**src/rtl/tc_scan_ctrl_pkg.sv**
```systemverilog
// Shared types and constants for the tensor-core scan controller.
package tc_scan_ctrl_pkg;

   localparam int ID_W = 20;

   localparam logic signed [31:0] MIN_SCORE = 32'sh8000_0000;

   // Tensor-core result latency: input register plus 6 adder stages.
   localparam int TC_LATENCY = 7;

   typedef enum logic [1:0] {
      ST_IDLE  = 2'd0,
      ST_ISSUE = 2'd1,
      ST_DRAIN = 2'd2,
      ST_DONE  = 2'd3
   } scan_state_t;

endpackage

```
**src/rtl/tc_id_fifo.sv**
```systemverilog
// In-order ID FIFO, first-word fall-through. A push is accepted while full
// only when a pop happens in the same cycle.
module tc_id_fifo #(
   parameter int W     = 20,
   parameter int DEPTH = 8
) (
   input  logic         clk,
   input  logic         rst,
   input  logic         push,
   input  logic [W-1:0] din,
   input  logic         pop,
   output logic [W-1:0] dout,
   output logic         full,
   output logic         empty
);

   localparam int AW = $clog2(DEPTH);

   logic [W-1:0]  mem [DEPTH];
   logic [AW-1:0] wr_ptr;
   logic [AW-1:0] rd_ptr;
   logic [AW:0]   cnt;
   logic          do_push;
   logic          do_pop;

   assign empty   = (cnt == '0);
   assign full    = (cnt == (AW+1)'(DEPTH));
   assign do_pop  = pop && !empty;
   assign do_push = push && (!full || do_pop);
   assign dout    = mem[rd_ptr];

   // Pointer and occupancy bookkeeping.
   always_ff @(posedge clk) begin
      if (rst) begin
         wr_ptr <= '0;
         rd_ptr <= '0;
         cnt    <= '0;
      end else begin
         if (do_push) wr_ptr <= wr_ptr + 1'b1;
         if (do_pop)  rd_ptr <= rd_ptr + 1'b1;
         case ({do_push, do_pop})
            2'b10:   cnt <= cnt + 1'b1;
            2'b01:   cnt <= cnt - 1'b1;
            default: cnt <= cnt;
         endcase
      end
   end

   // Storage; contents need no reset because occupancy gates every read.
   always_ff @(posedge clk) begin
      if (do_push) mem[wr_ptr] <= din;
   end

endmodule

```
**src/rtl/tc_scan_ctrl.sv**
```systemverilog
// Scan controller: fetches cmd_count database vectors starting at
// cmd_base_id, streams them through the tensor core and keeps the best
// (highest signed) dot product.
//
//   state    | meaning
//   ---------+-----------------------------------------------------------
//   ST_IDLE  | waiting for a command, cmd_ready high
//   ST_ISSUE | issuing fetch requests, bounded by MAX_OUTSTANDING
//   ST_DRAIN | all requests issued, collecting remaining results
//   ST_DONE  | done_valid high, outputs held until done_ready
module tc_scan_ctrl
   import tc_scan_ctrl_pkg::*;
#(
   parameter int ID_WIDTH        = ID_W,
   parameter int MAX_OUTSTANDING = 8
) (
   input  logic                clk,
   input  logic                rst,
   input  logic                cmd_valid,
   output logic                cmd_ready,
   input  logic [ID_WIDTH-1:0] cmd_base_id,
   input  logic [ID_WIDTH-1:0] cmd_count,
   output logic                mem_req_valid,
   input  logic                mem_req_ready,
   output logic [ID_WIDTH-1:0] mem_req_id,
   input  logic                mem_rsp_valid,
   output logic                tc_valid_in,
   output logic [ID_WIDTH-1:0] tc_vec_id,
   input  logic                tc_valid_out,
   input  logic [ID_WIDTH-1:0] tc_id_out,
   input  logic signed [31:0]  tc_dot_product,
   output logic                done_valid,
   input  logic                done_ready,
   output logic [ID_WIDTH-1:0] best_id,
   output logic signed [31:0]  best_score,
   output logic [ID_WIDTH-1:0] result_count
);

   localparam int OW = $clog2(MAX_OUTSTANDING) + 1;

   scan_state_t         state;
   scan_state_t         state_nxt;
   logic [ID_WIDTH-1:0] base_q;
   logic [ID_WIDTH-1:0] count_q;
   logic [ID_WIDTH-1:0] issued_q;
   logic [ID_WIDTH-1:0] result_q;
   logic [ID_WIDTH-1:0] best_id_q;
   logic signed [31:0]  best_score_q;
   logic [OW-1:0]       outst_q;
   logic                err_q;
   logic                err_nxt;

   logic                fifo_full;
   logic                fifo_empty;
   logic [ID_WIDTH-1:0] fifo_head;

   logic                cmd_fire;
   logic                req_fire;
   logic                rsp_fire;
   logic                res_fire;
   logic                last_req;
   logic                last_res;

   // Handshakes; every output valid is forced low while rst is high.
   assign cmd_ready     = !rst && (state == ST_IDLE);
   assign mem_req_valid = !rst && (state == ST_ISSUE) &&
                          (outst_q < OW'(MAX_OUTSTANDING));
   assign done_valid    = !rst && (state == ST_DONE);
   assign mem_req_id    = base_q + issued_q;

   assign cmd_fire = cmd_valid && cmd_ready;
   assign req_fire = mem_req_valid && mem_req_ready;
   // A response with nothing outstanding has no ID to attach; drop it.
   assign rsp_fire = !rst && mem_rsp_valid && !fifo_empty;
   assign res_fire = !rst && tc_valid_out &&
                     ((state == ST_ISSUE) || (state == ST_DRAIN));

   assign last_req = (issued_q + ID_WIDTH'(1)) == count_q;
   assign last_res = res_fire && ((result_q + ID_WIDTH'(1)) == count_q);

   assign tc_valid_in = rsp_fire;
   assign tc_vec_id   = fifo_head;

   assign best_id      = rst ? '0 : best_id_q;
   assign best_score   = rst ? MIN_SCORE : best_score_q;
   assign result_count = rst ? '0 : result_q;

   tc_id_fifo #(
      .W     (ID_WIDTH),
      .DEPTH (MAX_OUTSTANDING)
   ) u_id_fifo (
      .clk   (clk),
      .rst   (rst),
      .push  (req_fire),
      .din   (mem_req_id),
      .pop   (rsp_fire),
      .dout  (fifo_head),
      .full  (fifo_full),
      .empty (fifo_empty)
   );

   // Next-state decode.
   always_comb begin
      state_nxt = state;
      case (state)
         ST_IDLE: begin
            if (cmd_fire) state_nxt = (cmd_count == '0) ? ST_DONE : ST_ISSUE;
         end
         ST_ISSUE: begin
            if (req_fire && last_req) state_nxt = ST_DRAIN;
         end
         ST_DRAIN: begin
            if (last_res) state_nxt = ST_DONE;
         end
         ST_DONE: begin
            if (done_ready) state_nxt = ST_IDLE;
         end
         default: state_nxt = ST_IDLE;
      endcase
   end

   // Sticky protocol error: stray response or a result while idle.
   always_comb begin
      err_nxt = err_q || (mem_rsp_valid && fifo_empty) ||
                (tc_valid_out && (state == ST_IDLE));
   end

   // State register.
   always_ff @(posedge clk) begin
      if (rst) state <= ST_IDLE;
      else     state <= state_nxt;
   end

   // Scan datapath: command latch, issue/result counters, best tracking.
   always_ff @(posedge clk) begin
      if (rst) begin
         base_q       <= '0;
         count_q      <= '0;
         issued_q     <= '0;
         result_q     <= '0;
         best_id_q    <= '0;
         best_score_q <= MIN_SCORE;
         outst_q      <= '0;
         err_q        <= 1'b0;
      end else begin
         err_q <= err_nxt;
         if (cmd_fire) begin
            base_q       <= cmd_base_id;
            count_q      <= cmd_count;
            issued_q     <= '0;
            result_q     <= '0;
            best_id_q    <= '0;
            best_score_q <= MIN_SCORE;
         end else begin
            if (req_fire) issued_q <= issued_q + ID_WIDTH'(1);
            if (res_fire) begin
               result_q <= result_q + ID_WIDTH'(1);
               // First result always loads; later ones only on a strict win.
               if ((result_q == '0) || (tc_dot_product > best_score_q)) begin
                  best_id_q    <= tc_id_out;
                  best_score_q <= tc_dot_product;
               end
            end
         end
         case ({req_fire, rsp_fire})
            2'b10:   outst_q <= outst_q + 1'b1;
            2'b01:   outst_q <= outst_q - 1'b1;
            default: outst_q <= outst_q;
         endcase
      end
   end

   // The error flag is sticky once raised.
   always @(posedge clk) begin
      if (!rst) assert (!err_q || err_nxt);
   end

endmodule

```
**config.mk**
```make
export PLATFORM = sky130hd
export DESIGN_NAME = tc_scan_ctrl
export DESIGN_NICKNAME = d
export VERILOG_FILES = /design/src/rtl/tc_scan_ctrl_pkg.sv /design/src/rtl/tc_id_fifo.sv /design/src/rtl/tc_scan_ctrl.sv
export SDC_FILE = /design/constraint.sdc
export NUM_CORES = 1
export LEC_CHECK = 0
export BUFFER_PORTS_ARGS = -buffer_cell sky130_fd_sc_hd__buf_2
export CELL_PAD_IN_SITES_DETAIL_PLACEMENT = 1
export CELL_PAD_IN_SITES_GLOBAL_PLACEMENT = 1
export CORE_MARGIN = 1
export CORE_UTILIZATION = 43
export CTS_BUF_LIST = sky130_fd_sc_hd__clkbuf_8
export DETAILED_ROUTE_END_ITERATION = 6
export MAX_ROUTING_LAYER = met4
export PLACE_DENSITY_LB_ADDON = 0.1
export SYNTH_ARGS = -nofsm -noshare
export SYNTH_HDL_FRONTEND = slang
export SYNTH_SLANG_ARGS = --single-unit
export TNS_END_PERCENT = 1
```
**constraint.sdc**
```tcl
create_clock -name clk -period 3.8 [get_ports clk]
set_input_delay 0.38 -clock clk [delete_from_list [all_inputs] [get_ports clk]]
set_output_delay 0.38 -clock clk [all_outputs]
set_load 0.01 [all_outputs]
```
==> metrics.md, run 1 <==
| Metric | Value |
|---|---|
| HP Class | in -> reg |
| CP Buf/Inv Count | 3 |
| Data arrival time of the worst path | 3400 ps |
| R2R Setup Slk | 760 ps |
| Period utilization | 99.59% |
| Number of antenna-violating nets in the routed design | 0 |
| Slew margin rel. | 44.21% |
| Synth Area per Inst | 11.01 µm² |
| Number of nets in the synthesized netlist | 1579 |
| Max-capacitance violation count | 0 |
| CTS tree | yes |
| TritonCTS sink count | 311 |
| Overall routed net length | 40870 µm |
| Final setup violation count | 0 |
| Critical path required time | 3420 ps |
| RR Endpoint | state[1] |
| Final Worst Setup Slack | 15.44 ps |
| Number of CTS-inserted buffers | 54 |
| Largest clock skew in the final design | 25.75 ps |
| Critical Path End | mem_req_id[18] |
| Flip-flop and latch count after synthesis | 311 |
| CTS clk-pin slew, worst paths | 60 ps |
| Power Dens Cells | 477.6 nW/µm² |
| CP dominant cell by count | o311ai_2 |
| Die outline area | 36910 µm² |
| Number of distinct library cell variants in the gate-level netlist after synthesis | 71 |
| Later-pin clock latency in the skew report | 610 ps |
| Ports | 215 |
| Result of the run | finished clean |
| FP Rows | 69 |
| Post-detailed-placement half-perimeter wirelength | 28440 µm |
| Critical path fanouts, max | 9 |
| Layout net count | 1857 |
| Startpoint class of the critical path | flip-flop |
| Critical register-to-register path startpoint | result_q[2] |
| Port buffer count | 214 |
| Worst setup startpoint | issued_q[0] |
| Layout Cell Area excl Fill | 18940 µm² |
| Ordered list of cells on the worst path | ha_1 -> inv_1 -> fa_1 -> nor2b_1 -> o31a_1 -> o211a_1 -> o2111ai_2 -> a21oi_2 -> o311ai_2 -> o311ai_2 -> buf_4 -> buf_2 |
| Ys Warns | 0 |
| DRC Markers | 0 |
| Worst vdd ir | 312.8 µV |
| CTS H-Tree Depth | 2 |
| Initial drt markers | 521 |
| Ratio of cells with drive above 1 in the final layout | 25.29% |
| Proportion of netlist area held by the largest area contributor | 30.92% |
| Post-Place Cell Area | 17150 µm² |
| Leading post-synthesis cells by cell area | edfxtp_1 (31%), dfxtp_1 (19%), mux4_2 (5.8%) |
| Largest stage delay on the critical path | 410 ps |
| Drt wl/cell | 18.62 µm |
| Sequential element share of the synthesized area | 50.37% |
| Worst-case reg-to-reg path depth | 8 |
| Final global-route overflow total | 0 |
| Initial antenna violation count | 2 |
| Predominant post-synthesis flop cell | edfxtp_1 |
| Leak Pwr | 7.270 nW |
| Number of search-and-repair iterations in the first detailed-routing pass | 5 |
| Setup repair after global routing missed its margin | yes |
| Synth Cell Area | 15540 µm² |
| Fraction of registers with async set or reset after synthesis | 0% |
| Die span in y | 192.1 µm |
| Count of endpoints failing hold in the final timing report | 0 |
| CP endpoint kind | output pin |
| Core footprint | 35570 µm² |
| Number of global-route vias before repair | 12000 |
| Crit path kind | reg -> out |
| Cell type contributing the most total cell area after synthesis | edfxtp_1 |
| Routability Congestion | 0.8551 |
| Vias/cell | 5.260 |
| P&R area growth vs syn | 21.84% |
| Critical path depth in cells | 12 |
| Slowest CP cell | fa_1 |
| Worst setup slack before clock tree synthesis | 134.1 ps |
| Synthesized instance count | 1411 |
| Final Critical Period | 3785 ps |
| Global Route Usage Sum | 22.87% |
| Final Max Tran Viols | 0 |
| Wire length of the first global-routing pass | 64030 µm |
| Cell at the root of the clock tree | clkbuf_8 |
| Number of fill cells | 3900 |
| Number of enable-type register cells in the synthesized netlist | 160 |
| Slew at the pin closest to its max-slew limit | 836.9 ps |
| Largest net degree at the start of global routing | 81 |
| Die Span X | 192.1 µm |
| Initial Utilization | 43.69% |
| Number of buffers on the longest clock path | 3 |
| Top Family by Delay on Critical Path | compound AO/OA/AOI/OAI gates |
| Via count | 11550 |
| Achievable Freq | 264.2 MHz |
## area by class of cell
class,instances,area [µm²],share of cell area (%)
antenna,2,5.005,0.02643
clock buffer,63,867.1,4.579
clock inverter,36,280.3,1.480
inverter,59,221.5,1.170
multi-input combinational,962,7264,38.36
sequential,311,7836,41.38
tap,461,576.8,3.046
timing repair buffer,301,1884,9.951
## worst min-delay path: stages
cell and delay (ps):
buf_2 80, mux2i_1 60, nor2_1 80
## synth_stat cells, drive strengths merged (4+ instances only)
library cell  instances
nor3                 17
or2                   8
nand2                83
and3                  6
o21a                  4
ha                   66
a31oi                 4
a21o                 21
or3                  12
mux2i                57
nor4                 18
o211ai                5
xnor2                68
a21oi                47
or4                   4
xor2                 39
dfxtp               151
nor3b                 7
a211oi                6
o21ai                60
clkbuf               50
mux4                 40
nand4                29
inv                  59
nor2                172
nor2b                42
mux2                 21
nand2b               48
edfxtp              160
and4                  6
nand3b                4
o31ai                 6
buf                  29
nand3                19
## per-layer routing
layer  vias to the layer above  GRT usage, %  wire length [µm]
li1                       5595             -                 -
met1                      5609         26.95             17550
met2                       264         39.79             20390
met3                        78         4.221              1980
met4                         0         6.329               959
met5                         -             -                 0
## layout by cell type, fill, tap and decap left out, types with 42 or more instances in the layout
| cell | netlist | final |
|---|---|---|
| dfxtp_1 | 151 | 146 |
| clkbuf_8 | 0 | 63 |
| dlygate4sd3_1 | 0 | 53 |
| nand2_1 | 83 | 83 |
| nand2b_1 | 48 | 48 |
| o21ai_0 | 60 | 60 |
| inv_1 | 59 | 75 |
| buf_2 | 14 | 213 |
| a21oi_1 | 47 | 45 |
| nor2b_1 | 42 | 42 |
| ha_1 | 66 | 66 |
| xnor2_1 | 68 | 64 |
| mux2i_1 | 57 | 57 |
| edfxtp_1 | 160 | 160 |
| nor2_1 | 172 | 172 |
## worst min path at each step
stage / start / endpoint / slack, ps / depth (start not counted)
6_report: tc_id_out[0] / best_id_q[0] / 40 / 3
2_1_floorplan: best_id_q[0] / best_id_q[0] / 450 / 2
5_1_grt: tc_id_out[7] / best_id_q[7] / 30 / 3
4_1_cts: cmd_base_id[5] / base_q[5] / 0.3 / 3
3_5_place_dp: base_q[2] / base_q[2] / 470 / 2
3_3_place_gp: best_id_q[4] / best_id_q[4] / 460 / 2
## cells by family after synthesis
group | share of synthesized area (%)
compound gates | 7.463
xor+xnor | 6.030
mux | 10.99
simple gates | 15.72
flops | 50.37
fa+ha+maj | 5.700
buf+inv | 3.736
## stage by stage
stage          total power, W  setup TNS (ps)  utilization [%]  std cells  hold WS, ps
3_3_place_gp         0.005812               0            48.23       2039        464.4
4_1_cts              0.009154          -244.2            53.04       2190       0.2620
2_1_floorplan        0.005225               0                -       1411        452.0
3_5_place_dp         0.005870               0            48.23       2039        472.9
6_report             0.009043               0            53.24       2195        43.16
5_1_grt              0.009512          -504.2            53.24       2195        26.83
## timing repair
action / CTS / global route
pin swaps: 0 / 3
resized for setup: 12 / 9
buffers inserted: 0 / 2
setup endpoints to repair: 7 / 9
hold buffers: 52 / 1
hold endpoints to repair: 52 / 1
## sequential cells by signal, indices dropped and copies added, names as in the netlist, 20 cells and up, named ones only
| name | count |
|---|---|
| u_id_fifo.mem | 160 |
| best_score_q | 32 |
| base_q | 20 |
| best_id_q | 20 |
| count_q | 20 |
| issued_q | 20 |
| result_q | 20 |
## where the power goes
group | leakage (nW) | switching [W] | total, W | internal (W)
registers | 2.70 | 0.000173 | 0.00398 | 0.00381
logic | 3.91 | 0.00107 | 0.00187 | 0.000799
clock network | 0.659 | 0.00141 | 0.00320 | 0.00179
Note: power is estimated with default switching activity, not from simulation.
==> run 2: changes to the inputs <==
Settings changed: CELL_PAD_IN_SITES_GLOBAL_PLACEMENT 1 to 2, CORE_UTILIZATION 43 to 35.
==> run 2 against run 1 <==
Net effect:
- cell area rose by 3.4%
- register-to-register slack got worse by 80 ps
- die area rose by 23%
- power fell by 1.0%
- maximum frequency rose by 3.3%
- sequential share of layout area fell by 1.4 points
- utilization fell by 8.2 points
- hold slack improved by 83 ps
- largest cell class unchanged
- highest routed layer unchanged
==> metrics.md, run 2 (same netlist as run 1, synthesis figures left out) <==
| Metric | Value |
|---|---|
| Result of the run | finished clean (unchanged) |
| Number of global-route vias before repair | 12330 (was 12000) |
| Layout net count | 1907 (was 1857) |
| Port buffer count | 214 (unchanged) |
| Number of buffers on the longest clock path | 3 (unchanged) |
| Number of CTS-inserted buffers | 58 (was 54) |
| Initial drt markers | 468 (was 521) |
| Switching portion of total power | 30.14% (was 29.27%) |
| P&R area growth vs syn | 25.97% (was 21.84%) |
| Via count | 11650 (was 11550) |
| Internal Pwr Total | 0.006255 W (was 0.006396 W) |
| Total power | 0.008953 W (was 0.009043 W) |
| Biggest registers after layout | u_id_fifo.mem: 160 flops, best_score_q: 32 flops (unchanged) |
| Routability Congestion | 0.7831 (was 0.8551) |
| Core footprint | 43460 µm² (was 35570 µm²) |
| Slew margin rel. | 42.68% (was 44.21%) |
| Final Worst Setup Slack | 135.4 ps (was 15.44 ps) |
| Final Max Tran Viols | 0 (unchanged) |
| Period utilization | 96.44% (was 99.59%) |
| Final Critical Period | 3665 ps (was 3785 ps) |
| Initial antenna violation count | 3 (was 2) |
| TritonCTS sink count | 311 (unchanged) |
| Portion of total power attributed to the clock network | 34.2% (was 35.4%) |
| Vias/cell | 4.908 (was 5.260) |
| Slew at the pin closest to its max-slew limit | 853.7 ps (was 836.9 ps) |
| Worst-case hold slack | 126.1 ps (was 43.16 ps) |
| CTS H-Tree Depth | 2 (unchanged) |
| FP Rows | 76 (was 69) |
| Final global-route overflow total | 0 (unchanged) |
| Cell depth of the worst min-delay path | 2 (was 3) |
| Final setup violation count | 0 (unchanged) |
| Wire length of the first global-routing pass | 68380 µm (was 64030 µm) |
| Most common cell after layout, fill and taps aside | buf_2 (unchanged) |
| Worst-case reg-to-reg path depth | 9 (was 8) |
| Die span in y | 212.7 µm (was 192.1 µm) |
| Max-capacitance violation count | 0 (unchanged) |
| Cell at the root of the clock tree | clkbuf_8 (unchanged) |
| Data arrival time of the worst path | 3280 ps (was 3400 ps) |
| Number of search-and-repair iterations in the first detailed-routing pass | 4 (was 5) |
| Post-detailed-placement half-perimeter wirelength | 30050 µm (was 28440 µm) |
| Worst vdd ir | 244.5 µV (was 312.8 µV) |
| Worst setup slack before clock tree synthesis | 225.2 ps (was 134.1 ps) |
| Largest net degree at the start of global routing | 81 (unchanged) |
| Drt wl/cell | 18.27 µm (was 18.62 µm) |
| Achievable Freq | 272.9 MHz (was 264.2 MHz) |
| CTS clk-pin slew, worst paths | 50 ps (was 60 ps) |
| Die Span X | 212.7 µm (was 192.1 µm) |
| Largest stage delay on the critical path | 380 ps (was 410 ps) |
| Startpoint class of the critical path | flip-flop (unchanged) |
| Switching power total | 0.002698 W (was 0.002647 W) |
| Power Dens Cells | 457.3 nW/µm² (was 477.6 nW/µm²) |
| Number of flip-flops in the largest register | 160 (unchanged) |
| Layout Cells excl Fill | 2374 (was 2195) |
| CP endpoint kind | output pin (unchanged) |
| Combinational group share of total power | 21.4% (was 20.6%) |
| Crit path kind | reg -> out (unchanged) |
| Initial Utilization | 35.76% (was 43.69%) |
| Number of cells in the design after placement | 2165 (was 2039) |
| Global Route Usage Sum | 20.07% (was 22.87%) |
| Slowest CP cell | dfxtp_4 (was fa_1) |
| Overall routed net length | 43380 µm (was 40870 µm) |
| Power share of the sequential group | 44.5% (was 44.0%) |
| Ports | 215 (unchanged) |
| Ordered list of cells on the worst path | ha_2 -> inv_1 -> fa_2 -> nor2b_1 -> o31a_1 -> o211a_1 -> o2111ai_4 -> a21oi_4 -> o311ai_4 -> a21boi_2 -> buf_4 -> buf_2 (was ha_1 -> inv_1 -> fa_1 -> nor2b_1 -> o31a_1 -> o211a_1 -> o2111ai_2 -> a21oi_2 -> o311ai_2 -> o311ai_2 -> buf_4 -> buf_2) |
| Die outline area | 45250 µm² (was 36910 µm²) |
| Setup repair after global routing missed its margin | yes (unchanged) |
| Critical path required time | 3420 ps (about the same) |
| DRC Markers | 0 (unchanged) |
| Count of endpoints failing hold in the final timing report | 0 (unchanged) |
| Biggest register | u_id_fifo.mem (unchanged) |
| Largest clock skew in the final design | 29.25 ps (was 25.75 ps) |
| Number of antenna-violating nets in the routed design | 0 (unchanged) |
| Top library cells by usage in the layout, fill and taps aside | buf_2 (213), nor2_1 (170), edfxtp_1 (160) (was buf_2 (213), nor2_1 (172), edfxtp_1 (160)) |
| Later-pin clock latency in the skew report | 650 ps (was 610 ps) |
| Setup TNS | 0 ps (unchanged) |
| Critical path fanouts, max | 9 (unchanged) |
| HP Class | in -> reg (unchanged) |
| Leak Pwr | 7.481 nW (was 7.270 nW) |
| Ratio of cells with drive above 1 in the final layout | 25.03% (was 25.29%) |
| CTS tree | yes (unchanged) |
## run 2: final cells by class
cell class | instances | area [µm²]
flip-flops and latches | 311 | 7835
fillers | 4831 | 23880
multi-input cells | 962 | 7346
well taps | 585 | 732.0
clock buffers | 64 | 880.8
repair buffers | 347 | 2340
inverters | 59 | 221.5
clock inverters | 43 | 215.2
diodes | 3 | 7.507
## run 2: repair_timing
item	in CTS	in global routing
hold endpoints to repair	92	0
pin swaps	2	7
hold buffers	92	0
resized for setup	19	13
buffers inserted	1	6
setup endpoints to repair	8	7
## run 2: worst max-delay path, delay by kind of cell (launching register included)
family                   cells  cell delay [ps]
AO/OA/AOI/OAI                6             1420
adder cells (fa/ha/maj)      2              410
buffers and inverters        3              370
flip-flops                   1              380
AND/OR/NAND/NOR              1               60
## run 2: power by group through the flow
| stage | clock, W | combinational [W] | sequential, W |
|---|---|---|---|
| final | 0.00306 | 0.00191 | 0.00398 |
| after global routing | 0.00331 | 0.00214 | 0.00401 |
| after CTS | 0.00319 | 0.00194 | 0.00398 |
| after detailed placement | 0 | 0.00184 | 0.00405 |
| after global placement | 0 | 0.00181 | 0.00405 |
| after floorplan | 0 | 0.00125 | 0.00398 |
## run 2: stage by stage
stage | cell area, µm² | util [%]
floorplan | 15540 | -
global placement | 17340 | 39.91
detailed placement | 17340 | 39.91
CTS | 19450 | 44.76
global route | 19580 | 45.05
finish | 19580 | 45.05
## run 2: worst paths after layout
| kind | from | to | slack (ps) |
|---|---|---|---|
| setup / recovery | issued_q[0] | mem_req_id[16] | 140 |
| hold / removal | rst | u_id_fifo.cnt[2] | 130 |
| setup reg to reg | result_q[0] | state[1] | 680 |
| hold reg to reg | base_q[13] | base_q[13] | 490 |
## run 2: metal layers
layer	vias to the layer above	part of all wire (%)	global-route usage (%)
li1	5706	-	-
met1	5635	45	25.07
met2	239	48	33.05
met3	71	4.4	3.118
met4	0	2.7	6.971
met5	-	0	-
==> run 3: changes to the inputs <==
Settings changed: CORE_UTILIZATION 35 to 39.
Clock period 3.8 ns to 4 ns, I/O delays scaled along.
==> run 3 against run 2 <==
Net effect:
- sequential share of layout area rose by 0.60 points
- clock power up 7.2%
- critical path type unchanged
- critical path depth is 2 lower
- register-to-register slack gained 100 ps
- power fell by 1.4%
- setup slack worse by 35 ps
- clock skew is 1.8 ps lower
- sequential power decreased by 5.3%
- sequential cell count did not move
- largest cell class unchanged
- global-route usage grew 1.8 points
- cell area is 1.5% lower
==> metrics.md, run 3 (same netlist as run 1, synthesis figures left out) <==
| Metric | Value |
|---|---|
| CTS H-Tree Depth | 2 (unchanged) |
| Final global-route overflow total | 0 (unchanged) |
| Total routed wire length on the met1 layer | 18750 µm (was 19500 µm) |
| Layout Cells excl Fill | 2278 (was 2374) |
| Internal Pwr Total | 0.006264 W (was 0.006255 W) |
| Worst-case hold slack | 54.79 ps (was 126.1 ps) |
| Critical path fanouts, max | 9 (unchanged) |
| Initial drt markers | 484 (was 468) |
| Cell at the root of the clock tree | clkbuf_8 (unchanged) |
| Slew at the pin closest to its max-slew limit | 892.5 ps (was 853.7 ps) |
| FP Rows | 72 (was 76) |
| CTS tree | yes (unchanged) |
| Number of global-route vias before repair | 12540 (was 12330) |
| Largest net degree at the start of global routing | 81 (unchanged) |
| Critical path depth in cells | 10 (was 12) |
| Combinational group share of total power | 20.1% (was 21.4%) |
| Result of the run | finished clean (unchanged) |
| Cell depth of the worst min-delay path | 3 (was 2) |
| Ports | 215 (unchanged) |
| Leak Pwr | 7.377 nW (was 7.481 nW) |
| Final setup violation count | 0 (unchanged) |
| Post-detailed-placement half-perimeter wirelength | 29340 µm (was 30050 µm) |
| Final Max Tran Viols | 0 (unchanged) |
| Largest clock skew in the final design | 27.50 ps (was 29.25 ps) |
| Final Critical Period | 3900 ps |
| TritonCTS sink count | 311 (unchanged) |
| Initial antenna violation count | 4 (was 3) |
| CP dominant cell by count | a21oi_1 |
| Number of buffers on the longest clock path | 3 (unchanged) |
| Die span in y | 201.6 µm (was 212.7 µm) |
| Worst vdd ir | 209.9 µV (was 244.5 µV) |
| Slew margin rel. | 40.08% (was 42.68%) |
| Power Dens Cells | 457.9 nW/µm² (was 457.3 nW/µm²) |
| Via count | 11610 (was 11650) |
| Routed wire length on met2 | 21300 µm (was 20830 µm) |
| Biggest register | u_id_fifo.mem (unchanged) |
| Number of cells in the design after placement | 2092 (was 2165) |
| Biggest registers after layout | u_id_fifo.mem: 160 flops, best_score_q: 32 flops (unchanged) |
| Most common cell after layout, fill and taps aside | buf_2 (unchanged) |
| Power share of the sequential group | 42.7% (was 44.5%) |
| P&R area growth vs syn | 24.10% (was 25.97%) |
| Switching portion of total power | 29.06% (was 30.14%) |
| Port buffer count | 214 (unchanged) |
| HP Class | in -> reg (unchanged) |
| Switching power total | 0.002566 W (was 0.002698 W) |
| Largest stage delay on the critical path | 520 ps (was 380 ps) |
| Max-capacitance violation count | 0 (unchanged) |
| Number of antenna-violating nets in the routed design | 0 (unchanged) |
| Vias/cell | 5.096 (was 4.908) |
| CP Buf/Inv Count | 1 (was 3) |
| Startpoint class of the critical path | flip-flop (unchanged) |
| Setup repair after global routing missed its margin | yes (unchanged) |
| Number of flip-flops in the largest register | 160 (unchanged) |
| Data arrival time of the worst path | 3500 ps (was 3280 ps) |
| DRC Markers | 0 (unchanged) |
| Number of CTS-inserted buffers | 55 (was 58) |
| Global Route Usage Sum | 21.92% (was 20.07%) |
| CTS clk-pin slew, worst paths | 60 ps (was 50 ps) |
| Achievable Freq | 256.4 MHz |
| Die Span X | 201.6 µm (was 212.7 µm) |
| Top layer used by detailed routing | met4 (unchanged) |
| Ratio of cells with drive above 1 in the final layout | 24.49% (was 25.03%) |
| Later-pin clock latency in the skew report | 640 ps (was 650 ps) |
| Number of search-and-repair iterations in the first detailed-routing pass | 4 (unchanged) |
| Layout net count | 1879 (was 1907) |
| Wire length of the first global-routing pass | 68030 µm (was 68380 µm) |
| Slowest CP cell | dfxtp_1 (was dfxtp_4) |
| Period utilization | 97.50% |
| Critical path required time | 3600 ps (was 3420 ps) |
| Overall routed net length | 42640 µm (was 43380 µm) |
| Setup Fix Bufs, Post-CTS | 0 (was 1) |
| WL met3 | 1871 µm (was 1900 µm) |
| Portion of total power attributed to the clock network | 37.2% (was 34.2%) |
| Crit path kind | reg -> out (unchanged) |
| Top Family by Delay on Critical Path | compound AO/OA/AOI/OAI gates (unchanged) |
| Initial Utilization | 39.84% (was 35.76%) |
| Routability Congestion | 0.7938 (was 0.7831) |
| Ordered list of cells on the worst path | ha_1 -> o21ai_0 -> o21bai_1 -> o211ai_1 -> a21oi_1 -> a2111oi_1 -> o31ai_1 -> a21oi_1 -> xnor2_2 -> buf_2 (was ha_2 -> inv_1 -> fa_2 -> nor2b_1 -> o31a_1 -> o211a_1 -> o2111ai_4 -> a21oi_4 -> o311ai_4 -> a21boi_2 -> buf_4 -> buf_2) |
| Die outline area | 40650 µm² (was 45250 µm²) |
| Top library cells by usage in the layout, fill and taps aside | buf_2 (213), nor2_1 (172), edfxtp_1 (160) (was buf_2 (213), nor2_1 (170), edfxtp_1 (160)) |
| Core footprint | 39010 µm² (was 43460 µm²) |
| Drt wl/cell | 18.72 µm (was 18.27 µm) |
| Worst-case reg-to-reg path depth | 10 (was 9) |
| Count of endpoints failing hold in the final timing report | 0 (unchanged) |
| CP endpoint kind | output pin (unchanged) |
## run 3: changes by cell type in the layout (fill, tap and decap cells not counted), moves of 6 or more
cell | previous run | this run
dlygate4sd3_1 | 92 | 80
buf_4 | 39 | 29
clkinv_1 | 10 | 0
clkbuf_8 | 64 | 73
inv_1 | 82 | 76
## run 3: per-stage QoR
step / cell area, µm² / TNS [ps] / utilization, % / power, W / worst slack (ps)
after detailed placement: 17170 / 0 / 44.02 / 0.005570 / 440.1
final: 19290 / 0 / 49.44 / 0.008830 / 100.1
after CTS: 19240 / 0 / 49.33 / 0.008972 / 25.78
after floorplan: 15540 / 0 / - / 0.004964 / 383.5
after global placement: 17170 / 0 / 44.02 / 0.005532 / 503.1
after global routing: 19290 / -307.2 / 49.44 / 0.009281 / -223.2
## run 3: area by class of cell
class	instances	area, µm²
Clock buffer	73	1005
Clock inverter	29	244.0
Multi-Input combinational cell	962	7239
Fill cell	4309	19720
Tap cell	518	648.1
Sequential cell	311	7834
Inverter	59	221.5
Antenna cell	4	10.01
Timing Repair Buffer	322	2085
## run 3: what timing repair did
item / CTS / global route
hold buffers: 80 / 0
endpoints found under the setup margin: 5 / 7
hold endpoints to repair: 80 / 0
gates resized for setup: 7 / 7
pin swaps: 0 / 0
## run 3: power groups by stage
stage | combinational (W) | clock, W | sequential, W
2_1_floorplan | 0.00119 | 0 | 0.00378
3_3_place_gp | 0.00170 | 0 | 0.00384
3_5_place_dp | 0.00173 | 0 | 0.00384
4_1_cts | 0.00181 | 0.00339 | 0.00377
5_1_grt | 0.00197 | 0.00352 | 0.00380
6_report | 0.00178 | 0.00328 | 0.00377
## run 3: final timing paths
| check | startpoint | to | slack (ps) |
|---|---|---|---|
| worst max register to register | result_q[0] | state[0] | 780 |
| worst max-delay path | issued_q[3] | mem_req_id[19] | 100 |
| worst min register to register | base_q[10] | base_q[10] | 480 |
| worst min-delay path | cmd_count[2] | count_q[2] | 50 |
## run 3: tightest hold or removal path, stage by stage
cell,delay (ps)
buf_2,140
nand2_1,60
o31ai_1,50
## run 3: metal layers
layer | up-vias | GRT usage (%)
met5 | - | -
met4 | 0 | 6.115
met3 | 49 | 3.952
met2 | 231 | 37.66
met1 | 5690 | 26.25
li1 | 5639 | -
